**config.mk**
```make
export PLATFORM = sky130hd
export DESIGN_NAME = ah_lru_lock_arbiter_flat
export DESIGN_NICKNAME = d
export VERILOG_FILES = /design/src/rtl/ah_arb_pkg.sv /design/src/rtl/ah_lru_lock_arbiter_if.sv /design/src/rtl/ah_lru_lock_arbiter_rank.sv /design/src/rtl/ah_lru_lock_arbiter.sv /design/src/flat_wrapper.sv
export SDC_FILE = /design/constraint.sdc
export NUM_CORES = 1
export LEC_CHECK = 0
export BUFFER_PORTS_ARGS = -buffer_cell sky130_fd_sc_hd__buf_2
export CORE_MARGIN = 8
export CORE_UTILIZATION = 40
export CTS_BUF_LIST = sky130_fd_sc_hd__clkbuf_2
export CTS_CLUSTER_SIZE = 8
export DETAILED_ROUTE_END_ITERATION = 8
export PLACE_DENSITY = 0.61
export SLEW_MARGIN = 40
export SYNTH_ARGS = -nofsm -noshare
export SYNTH_HDL_FRONTEND = slang
export SYNTH_SLANG_ARGS = --single-unit
```
**constraint.sdc**
```tcl
create_clock -name clk -period 25.4 [get_ports clk]
set_clock_uncertainty 0.1 [all_clocks]
set_input_delay 3.81 -clock clk [delete_from_list [all_inputs] [get_ports clk]]
set_output_delay 3.81 -clock clk [all_outputs]
set_load 0.02 [all_outputs]
```
**src/rtl/ah_arb_pkg.sv**
```systemverilog
// rtl/ah_arb_pkg.sv - shared FSM state, rank width and reset rank formula for the LRU lock arbiter
package ah_arb_pkg;

  typedef enum logic {
    IDLE = 1'b0,
    BUSY = 1'b1
  } arb_state_e;

  function automatic int rank_w(input int n);
    return $clog2(n);
  endfunction

  // Requester 0 starts with the top rank so it wins the first arbitration.
  function automatic int reset_rank(input int n, input int i);
    return n - 1 - i;
  endfunction

endpackage

```
**src/rtl/ah_lru_lock_arbiter_if.sv**
```systemverilog
// rtl/ah_lru_lock_arbiter_if.sv - request/grant bundle between requesters and the lock arbiter
interface ah_lru_lock_arbiter_if #(
  parameter int N     = 7,
  parameter int TMO_W = 8
);
  logic [N-1:0]         req;
  logic [N-1:0]         done;
  logic [TMO_W-1:0]     tmo_cfg;
  logic [N-1:0]         gnt;
  logic                 gnt_vld;
  logic [$clog2(N)-1:0] gnt_id;
  logic                 tmo_evt;

  modport master (
    output req, done, tmo_cfg,
    input  gnt, gnt_vld, gnt_id, tmo_evt
  );

  modport slave (
    input  req, done, tmo_cfg,
    output gnt, gnt_vld, gnt_id, tmo_evt
  );
endinterface

```
**src/rtl/ah_lru_lock_arbiter_rank.sv**
```systemverilog
// rtl/ah_lru_lock_arbiter_rank.sv - LRU rank table with highest-rank pick and demote-on-grant update
module ah_lru_rank
  import ah_arb_pkg::*;
#(
  parameter int  N  = 7,
  localparam int RW = rank_w(N)
) (
  input  logic          clk,
  input  logic          rstn,
  input  logic [N-1:0]  req_mask,
  output logic [N-1:0]  win_oh,
  output logic [RW-1:0] win_idx,
  input  logic          upd_en,
  input  logic [RW-1:0] upd_idx
);

  logic [RW-1:0] rank_q [N];
  logic [RW-1:0] rank_d [N];
  logic [RW-1:0] best;
  logic          found;

  always_comb begin
    win_oh  = '0;
    win_idx = '0;
    best    = '0;
    found   = 1'b0;
    for (int i = 0; i < N; i++) begin
      if (req_mask[i] && (!found || rank_q[i] > best)) begin
        found   = 1'b1;
        best    = rank_q[i];
        win_idx = RW'(i);
      end
    end
    if (found) win_oh[win_idx] = 1'b1;
  end

  // Winner drops to rank 0; everyone that was below it moves up one, keeping a permutation.
  always_comb begin
    for (int i = 0; i < N; i++) begin
      rank_d[i] = rank_q[i];
      if (upd_en) begin
        if (RW'(i) == upd_idx) rank_d[i] = '0;
        else if (rank_q[i] < rank_q[upd_idx]) rank_d[i] = rank_q[i] + 1'b1;
      end
    end
  end

  always_ff @(posedge clk or negedge rstn) begin
    if (!rstn) begin
      for (int i = 0; i < N; i++) rank_q[i] <= RW'(reset_rank(N, i));
    end else begin
      rank_q <= rank_d;
    end
  end

endmodule

```
**src/rtl/ah_lru_lock_arbiter.sv**
```systemverilog
// rtl/ah_lru_lock_arbiter.sv - locking LRU arbiter top; AH_ARB_TIMEOUT_EN adds the ownership timeout
module ah_lru_lock_arbiter
  import ah_arb_pkg::*;
#(
  parameter int  N     = 7,
  parameter int  TMO_W = 8,
  localparam int RW    = rank_w(N)
) (
  input logic                 clk,
  input logic                 rstn,
  ah_lru_lock_arbiter_if.slave bus
);

  arb_state_e    state_q, state_d;
  logic [N-1:0]  gnt_q, gnt_d;
  logic          gnt_vld_q, gnt_vld_d;
  logic [RW-1:0] gnt_id_q, gnt_id_d;
  logic          tmo_evt_q, tmo_evt_d;
  logic [N-1:0]  win_oh;
  logic [RW-1:0] win_idx;
  logic          upd_en;
  logic          tmo_hit;
  logic          owner_done;

  ah_lru_rank #(.N(N)) u_rank (
    .clk      (clk),
    .rstn     (rstn),
    .req_mask (bus.req),
    .win_oh   (win_oh),
    .win_idx  (win_idx),
    .upd_en   (upd_en),
    .upd_idx  (win_idx)
  );

`ifdef AH_ARB_TIMEOUT_EN
  logic [TMO_W-1:0] cnt_q, cnt_d;

  // Counter reads 0 in the first owned cycle, so release lands after exactly tmo_cfg cycles.
  always_comb begin
    cnt_d = '0;
    if (state_q == BUSY) cnt_d = cnt_q + 1'b1;
  end

  always_ff @(posedge clk or negedge rstn) begin
    if (!rstn) cnt_q <= '0;
    else       cnt_q <= cnt_d;
  end

  assign tmo_hit = (bus.tmo_cfg != '0) && (cnt_q >= bus.tmo_cfg - TMO_W'(1));
`else
  logic unused_tmo_cfg;
  assign unused_tmo_cfg = ^bus.tmo_cfg;
  assign tmo_hit        = 1'b0;
`endif

  assign owner_done = bus.done[gnt_id_q];

  always_comb begin
    state_d   = state_q;
    gnt_d     = gnt_q;
    gnt_id_d  = gnt_id_q;
    tmo_evt_d = 1'b0;
    upd_en    = 1'b0;
    case (state_q)
      IDLE: begin
        if (|bus.req) begin
          state_d  = BUSY;
          gnt_d    = win_oh;
          gnt_id_d = win_idx;
          upd_en   = 1'b1;
        end
      end
      BUSY: begin
        if (owner_done || !bus.req[gnt_id_q] || tmo_hit) begin
          state_d   = IDLE;
          gnt_d     = '0;
          tmo_evt_d = tmo_hit && !owner_done;
        end
      end
      default: state_d = IDLE;
    endcase
    gnt_vld_d = |gnt_d;
  end

  always_ff @(posedge clk or negedge rstn) begin
    if (!rstn) begin
      state_q   <= IDLE;
      gnt_q     <= '0;
      gnt_vld_q <= 1'b0;
      gnt_id_q  <= '0;
      tmo_evt_q <= 1'b0;
    end else begin
      state_q   <= state_d;
      gnt_q     <= gnt_d;
      gnt_vld_q <= gnt_vld_d;
      gnt_id_q  <= gnt_id_d;
      tmo_evt_q <= tmo_evt_d;
    end
  end

  assign bus.gnt     = gnt_q;
  assign bus.gnt_vld = gnt_vld_q;
  assign bus.gnt_id  = gnt_id_q;
  assign bus.tmo_evt = tmo_evt_q;

endmodule

```
**src/flat_wrapper.sv**
```systemverilog
// flat-port wrapper written by rule: the top's interface ports become plain ports
module ah_lru_lock_arbiter_flat import ah_arb_pkg::*;
#(
  parameter int  N     = 7,
  parameter int  TMO_W = 8,
  localparam int RW    = rank_w(N)
)
  (clk, rstn, bus_req, bus_done, bus_tmo_cfg, bus_gnt, bus_gnt_vld, bus_gnt_id, bus_tmo_evt);
  ah_lru_lock_arbiter_if #(.N(N), .TMO_W(TMO_W)) bus_i ();
  input logic clk;
  input logic rstn;
  input wire logic [$bits(bus_i.req)-1:0] bus_req;
  input wire logic [$bits(bus_i.done)-1:0] bus_done;
  input wire logic [$bits(bus_i.tmo_cfg)-1:0] bus_tmo_cfg;
  output wire logic [$bits(bus_i.gnt)-1:0] bus_gnt;
  output wire logic [$bits(bus_i.gnt_vld)-1:0] bus_gnt_vld;
  output wire logic [$bits(bus_i.gnt_id)-1:0] bus_gnt_id;
  output wire logic [$bits(bus_i.tmo_evt)-1:0] bus_tmo_evt;
  assign bus_i.req = bus_req;
  assign bus_i.done = bus_done;
  assign bus_i.tmo_cfg = bus_tmo_cfg;
  assign bus_gnt = bus_i.gnt;
  assign bus_gnt_vld = bus_i.gnt_vld;
  assign bus_gnt_id = bus_i.gnt_id;
  assign bus_tmo_evt = bus_i.tmo_evt;
  ah_lru_lock_arbiter #(.N(N), .TMO_W(TMO_W)) u_core (.clk(clk), .rstn(rstn), .bus(bus_i));
endmodule
```
# [Word-level counts from Yosys, hierarchy flattened]
# Cells that the tools add are included.
[word_totals] regBits=33 inputBits=24
[op_classes] add_sub_neg=7 n_lt_le_gt_ge=17 eq_ne=6 mux=50 n_bitwise=2 reduce_logical=39
[op_table] operator="$mux W3" count=26
[op_table] operator="$add A3 B1 Y3 const B" count=7
[op_table] operator="$lt A3 B3 Y1" count=7
[op_table] operator="$mux W7" count=3
[op_table] operator="$gt A3 B3 Y1" count=6
[op_table] operator="$reduce_and A2 Y1" count=8
[op_table] operator="$mux W1" count=14
[op_table] operator="$pmux W7 S2" count=1
[op_table] operator="$reduce_bool A2 Y1" count=7
[op_table] operator="$reduce_or A7 Y1" count=2
[op_table] operator="$bmux W3 S3" count=1
[op_table] operator="$eq A3 B3 Y1 const A" count=3
[op_table] operator="$lt A3 B4 Y1 const B" count=2
[op_table] operator="$logic_and A1 B1 Y1" count=7
[op_table] operator="$logic_not A1 Y1" count=7
[op_table] operator="$logic_or A1 B1 Y1" count=7
[op_table] operator="$bmux W1 S3" count=2
[op_table] operator="$eq A2 B3 Y1 const A" count=2
[op_table] operator="$ge A4 B4 Y1 const B" count=1
[op_table] operator="$not A3 Y4" count=1
[op_table] operator="$demux W1 S3" count=1
[op_table] operator="$eq A1 B3 Y1 const A" count=1
[op_table] operator="$ge A3 B1 Y1 const B" count=1
[op_table] operator="$logic_not A3 Y1" count=1
[op_table] operator="other kinds (3)" count=3

# [Depth between registers and ports, before layout]
[depth] ltp_word=33 depth_mapped=50 ltp_nobuf=47

# [By module]
# A second synthesis with hierarchy kept.
[hier_totals] cells_unflattened=363 hier_area_um2=3370.7
[by_module_without_submodules] mod="ah_lru_rank" instances=1 cells_per_inst=299 area_each_um2=2653.8 seq_area_each_um2=536.8
[by_module_without_submodules] mod="ah_lru_lock_arbiter" instances=1 cells_per_inst=64 area_each_um2=716.9 seq_area_each_um2=300.3

# [Worst setup path before layout]
# OpenSTA, ideal clock, no wires.
[synth_timing] path_type="in2reg" startpoint="input bus_req[0]" endpoint="register u_core.u_rank.rank_q[11] (netlist bit)" setup_ps=81 t_arrival_ps=13346 required_time_ps=25219 setup_slack_ps=11873 cell_stages=45 n_path_buf=3 path_cell_list="buf_2 and2_1 ha_1 and3_1 o21ai_0 o311ai_2 o21ai_0 inv_1 ha_1 nor2b_1 o211ai_1 a21oi_2 mux2i_1 ha_1 nor2b_1 o31ai_1 o21a_1 mux2_2 [9 not listed] nand2_1 mux2_2 ha_1 a21oi_1 a21oi_1 a221oi_2 nand2_1 o221a_2 o21ai_0 o22ai_1 nor2_1 ha_1 or3_1 a2111oi_1 or3_1 buf_2 a221o_1 o211ai_2"
[synth_between] elab_chain_len=32 word_cells_on_any_way=54
[synth_lines] element="from (decl)" line_no="flat_wrapper.sv:12" source="input wire logic [$bits(bus_i.req)-1:0] bus_req;"
[synth_lines] element="$mux W3 / $mux W1 (equally long branches)" line_no="ah_lru_lock_arbiter_rank.sv:28" source="if (req_mask[i] && (!found || rank_q[i] > best)) begin"
[synth_lines] element="$gt A3 B3 Y1 / $logic_not A1 Y1 (equally long branches)" line_no="ah_lru_lock_arbiter_rank.sv:28"
[synth_lines] element="$logic_or A1 B1 Y1" line_no="ah_lru_lock_arbiter_rank.sv:28"
[synth_lines] element="$logic_and A1 B1 Y1" line_no="ah_lru_lock_arbiter_rank.sv:28"
[synth_lines] element="$mux W3 / $mux W1 (equally long branches)" line_no="ah_lru_lock_arbiter_rank.sv:28"
[synth_lines] element="$gt A3 B3 Y1 / $logic_not A1 Y1 (equally long branches)" line_no="ah_lru_lock_arbiter_rank.sv:28"
[synth_lines] element="$logic_or A1 B1 Y1" line_no="ah_lru_lock_arbiter_rank.sv:28"
[synth_lines] element="$logic_and A1 B1 Y1" line_no="ah_lru_lock_arbiter_rank.sv:28"
[synth_lines] element="[15 not listed]"
[synth_lines] element="$logic_and A1 B1 Y1" line_no="ah_lru_lock_arbiter_rank.sv:28"
[synth_lines] element="$mux W3" line_no="ah_lru_lock_arbiter_rank.sv:28"
[synth_lines] element="$not A3 Y4 (implied by the code)" line_no="ah_lru_lock_arbiter_rank.sv:43" source="else if (rank_q[i] < rank_q[upd_idx]) rank_d[i] = rank_q[i] + 1'b1;"
[synth_lines] element="$bmux W3 S3" line_no="ah_lru_lock_arbiter_rank.sv:43"
[synth_lines] element="$mux W3 (implied by the code) (2 in series)" line_no="ah_lru_lock_arbiter_rank.sv:43"
[synth_lines] element="$lt A3 B3 Y1" line_no="ah_lru_lock_arbiter_rank.sv:43"
[synth_lines] element="$reduce_bool A2 Y1 (no source line)"
[synth_lines] element="$reduce_and A2 Y1 (no source line)"
[synth_lines] element="to (signal assigned)" line_no="ah_lru_lock_arbiter_rank.sv:52" source="rank_q <= rank_d;"
[synth_lines] element="to (decl)" line_no="ah_lru_lock_arbiter_rank.sv:17" source="logic [RW-1:0] rank_q [N];"
# Parallel ways exist; a longest one is shown, timed or not. The select of a mux whose other input is x is not followed.
# A chain may end at the register's enable or synchronous reset.

# [Worst setup path in the final report]
# Ends and elaborated chain as after synthesis.

==> flow_summary.toml <==
[run_status]
outcome = "finished, final reports clean"

[routing]
drt-total-wl_um = 8640
drc = 0
drt-initial-drc-count = 190
vias = 2901
vias_per_cell = 5.98
detail_route.first_pass.iterations = 4
drt.antenna.violating_nets = 0
wl_per_cell_um = 17.8

[synthesis]
ys_types = 83
ys_ff_latch = 33
synth_top_cells_by_count = "42 x nand2_1, 32 x ha_1, 26 x o21ai_0"
synth_fp_nets = 416
async_flop_share = 1.00
yosys.area.top_type_share = 0.190
seq_area_frac_synth = 0.265
netlist_instances = 360
synth-edff-count = 0
synth.avg_cell_area_um2 = 8.77
synthTopCellsByArea = "dfrtp_1 19%, ha_1 13%, dfstp_2 7.5%"
syn_area_mm2 = 0.00316
synth_flop_cell = "dfrtp_1"
yosysTopAreaCell = "dfrtp_1"
post-synth-top-count-cell = "nand2_1"
yosysWarnings = 0

[global_routing]
grt_use_total = 0.159
grt_pass1_wl_um = 14500
overflow = 0
grt_antenna_before_repair = 0
grt_pass1_vias = 2883
grt_max_degree = 34

[layout]
finalNetCount = 438
drive_gt1_frac = 0.222
syn_to_final_growth_pct = 7.85
antenna_cells = 0
final_area_mm2 = 0.00340

[clock_network]
hold_buffers = 0
clock_latency_ns = 0.40
clkTransAtPathRegs_ns = 0.20
cts_tree = "yes"
cts_sinks = 33
cts-resized-gates = 0
numCtsBuffers = 5
ctsRootBufferMaster = "clkbuf_2"
post_cts_buffers = 0
cts_buffer_depth = 2
htreeDepth = 2

[sta]
slew_viol_final = 0
worstMarginPinSlew_ns = 0.711
fin_setup_tns_ns = 0
min_period_over_period = 0.584
slew-limit-headroom = 0.524
setup_viol = 0
period_needed_ns = 14.84
fmax_ghz = 0.0674
setup_slack_ns = 10.56
rsz0062_at_grt = "no"
hold_violations = 0

[die]
die-height_um = 105
die_area_mm2 = 0.0110
core_area_mm2 = 0.00769
io_pins = 36
start_util = 0.410
rows = 32
die_w_um = 105

[worst_setup_path]
crit_slowest_cell = "nor2_1"
cp_num_buf_inv = 2
startpoint = "bus_req[0]"
cpPeakStageDelay_ns = 0.57
arrival_ns = 15.08
cp.depth = 43
path_delay_family = "compound AO/OA/AOI/OAI gates"
cp-start-kind = "primary input"
r2r-start = "u_core.u_rank.rank_q[18]"
r2r_cells = 42
path_max_fanout = 13
end_kind = "register"
crit_top_cell = "ha_1"
crit_type = "primary input to register"
cp_data_required_time_ns = 25.64

[placement]
pre_cts_slack_ns = 10.35
gp_congestion = 0.893
dp_hpwl_um = 6600
place.port_buffers = 26
place_area_mm2 = 0.00336

[hold_path]
worstHoldStart = "u_core.bus.gnt[3]"
holdPathStages = 1
hold_class = "register to register"

[flow_run]
cap_violations = 0
==> sequential cells by signal, indices dropped and copies added (netlist names) <==
signal and count:
u_core.bus.gnt_vld 1, u_core.bus.gnt_id 3, u_core.state_q 1, u_core.bus.gnt 7, u_core.u_rank.rank_q 21
==> final timing paths <==
check	end	slack, ns
setup / recovery	u_core.u_rank.rank_q[11]	10.56
hold / removal	u_core.bus.gnt[3]	0.43
setup reg to reg	u_core.u_rank.rank_q[11]	13.59
hold reg to reg	u_core.bus.gnt[3]	0.43
max in group asynchronous	u_core.u_rank.rank_q[7]	21.62
min in group asynchronous	u_core.u_rank.rank_q[16]	3.22
==> layout make-up <==
class | count | area, µm²
flip-flops and latches | 33 | 837
clock inverters | 2 | 10.0
multi-input cells | 294 | 2180
well taps | 102 | 128
inverters | 21 | 78.8
repair buffers | 27 | 140
fillers | 774 | 4280
clock buffers | 6 | 30.0
==> layer usage <==
layer | share of wire | vias to the layer above | GRT usage | wire (µm)
met5 | 0 | - | 0 | 0
met4 | 0.0078 | 0 | 0.0387 | 67
met3 | 0.061 | 7 | 0.0332 | 527
met2 | 0.44 | 73 | 0.250 | 3830
met1 | 0.49 | 1408 | 0.217 | 4220
li1 | - | 1413 | - | -
==> cell usage in the layout (no fill, tap or decap), types with 3 or more instances in the layout <==
master    count
ha_1         32
nand3b_1      3
o21ai_0      26
o21a_1        4
inv_1        21
dfstp_2       9
a21o_1        4
a211oi_1      4
clkbuf_2      6
nor3_2        3
o211ai_1      7
mux2i_1       3
o31ai_1       3
nor2_1       19
nand2_1      42
mux2_2        8
and3_1        3
nand2b_1      4
or3_1         5
nor3_1       11
a22o_1        3
a21oi_1      16
dfrtp_1      24
nand3_1      19
nand4_1       4
or4_1         3
buf_2        25
nor2b_1       3
==> worst reg2reg max path, delay by kind of cell (launching register included) <==
family | cells | cell delay, ns
fa+ha+maj | 7 | 2.16
simple gates | 11 | 2.80
compound gates | 20 | 5.02
buf+inv | 1 | 0.08
mux | 3 | 1.08
flops | 1 | 0.52
==> cell families (layout without fill, tap and decap cells) <==
family / count (synthesis) / after routing / share of synthesized area
compound gates: 110 / 110 / 0.270
fa+ha+maj: 34 / 34 / 0.134
buf+inv: 33 / 56 / 0.0468
simple gates: 137 / 137 / 0.238
mux: 12 / 12 / 0.0452
flops: 33 / 33 / 0.265
other cells: 1 / 1 / 0.00119
==> through the flow <==
stage | util | hold WS, ns | cells
after detailed placement | 0.437 | 0.389 | 477
after global routing | 0.443 | 0.469 | 485
after CTS | 0.442 | 0.431 | 485
after global placement | 0.436 | 0.376 | 477
final | 0.443 | 0.427 | 485
after floorplan | - | 0.388 | 360
Power is not shown: default switching activity piles up to over one toggle a cycle in this logic, so the estimate is an artifact.
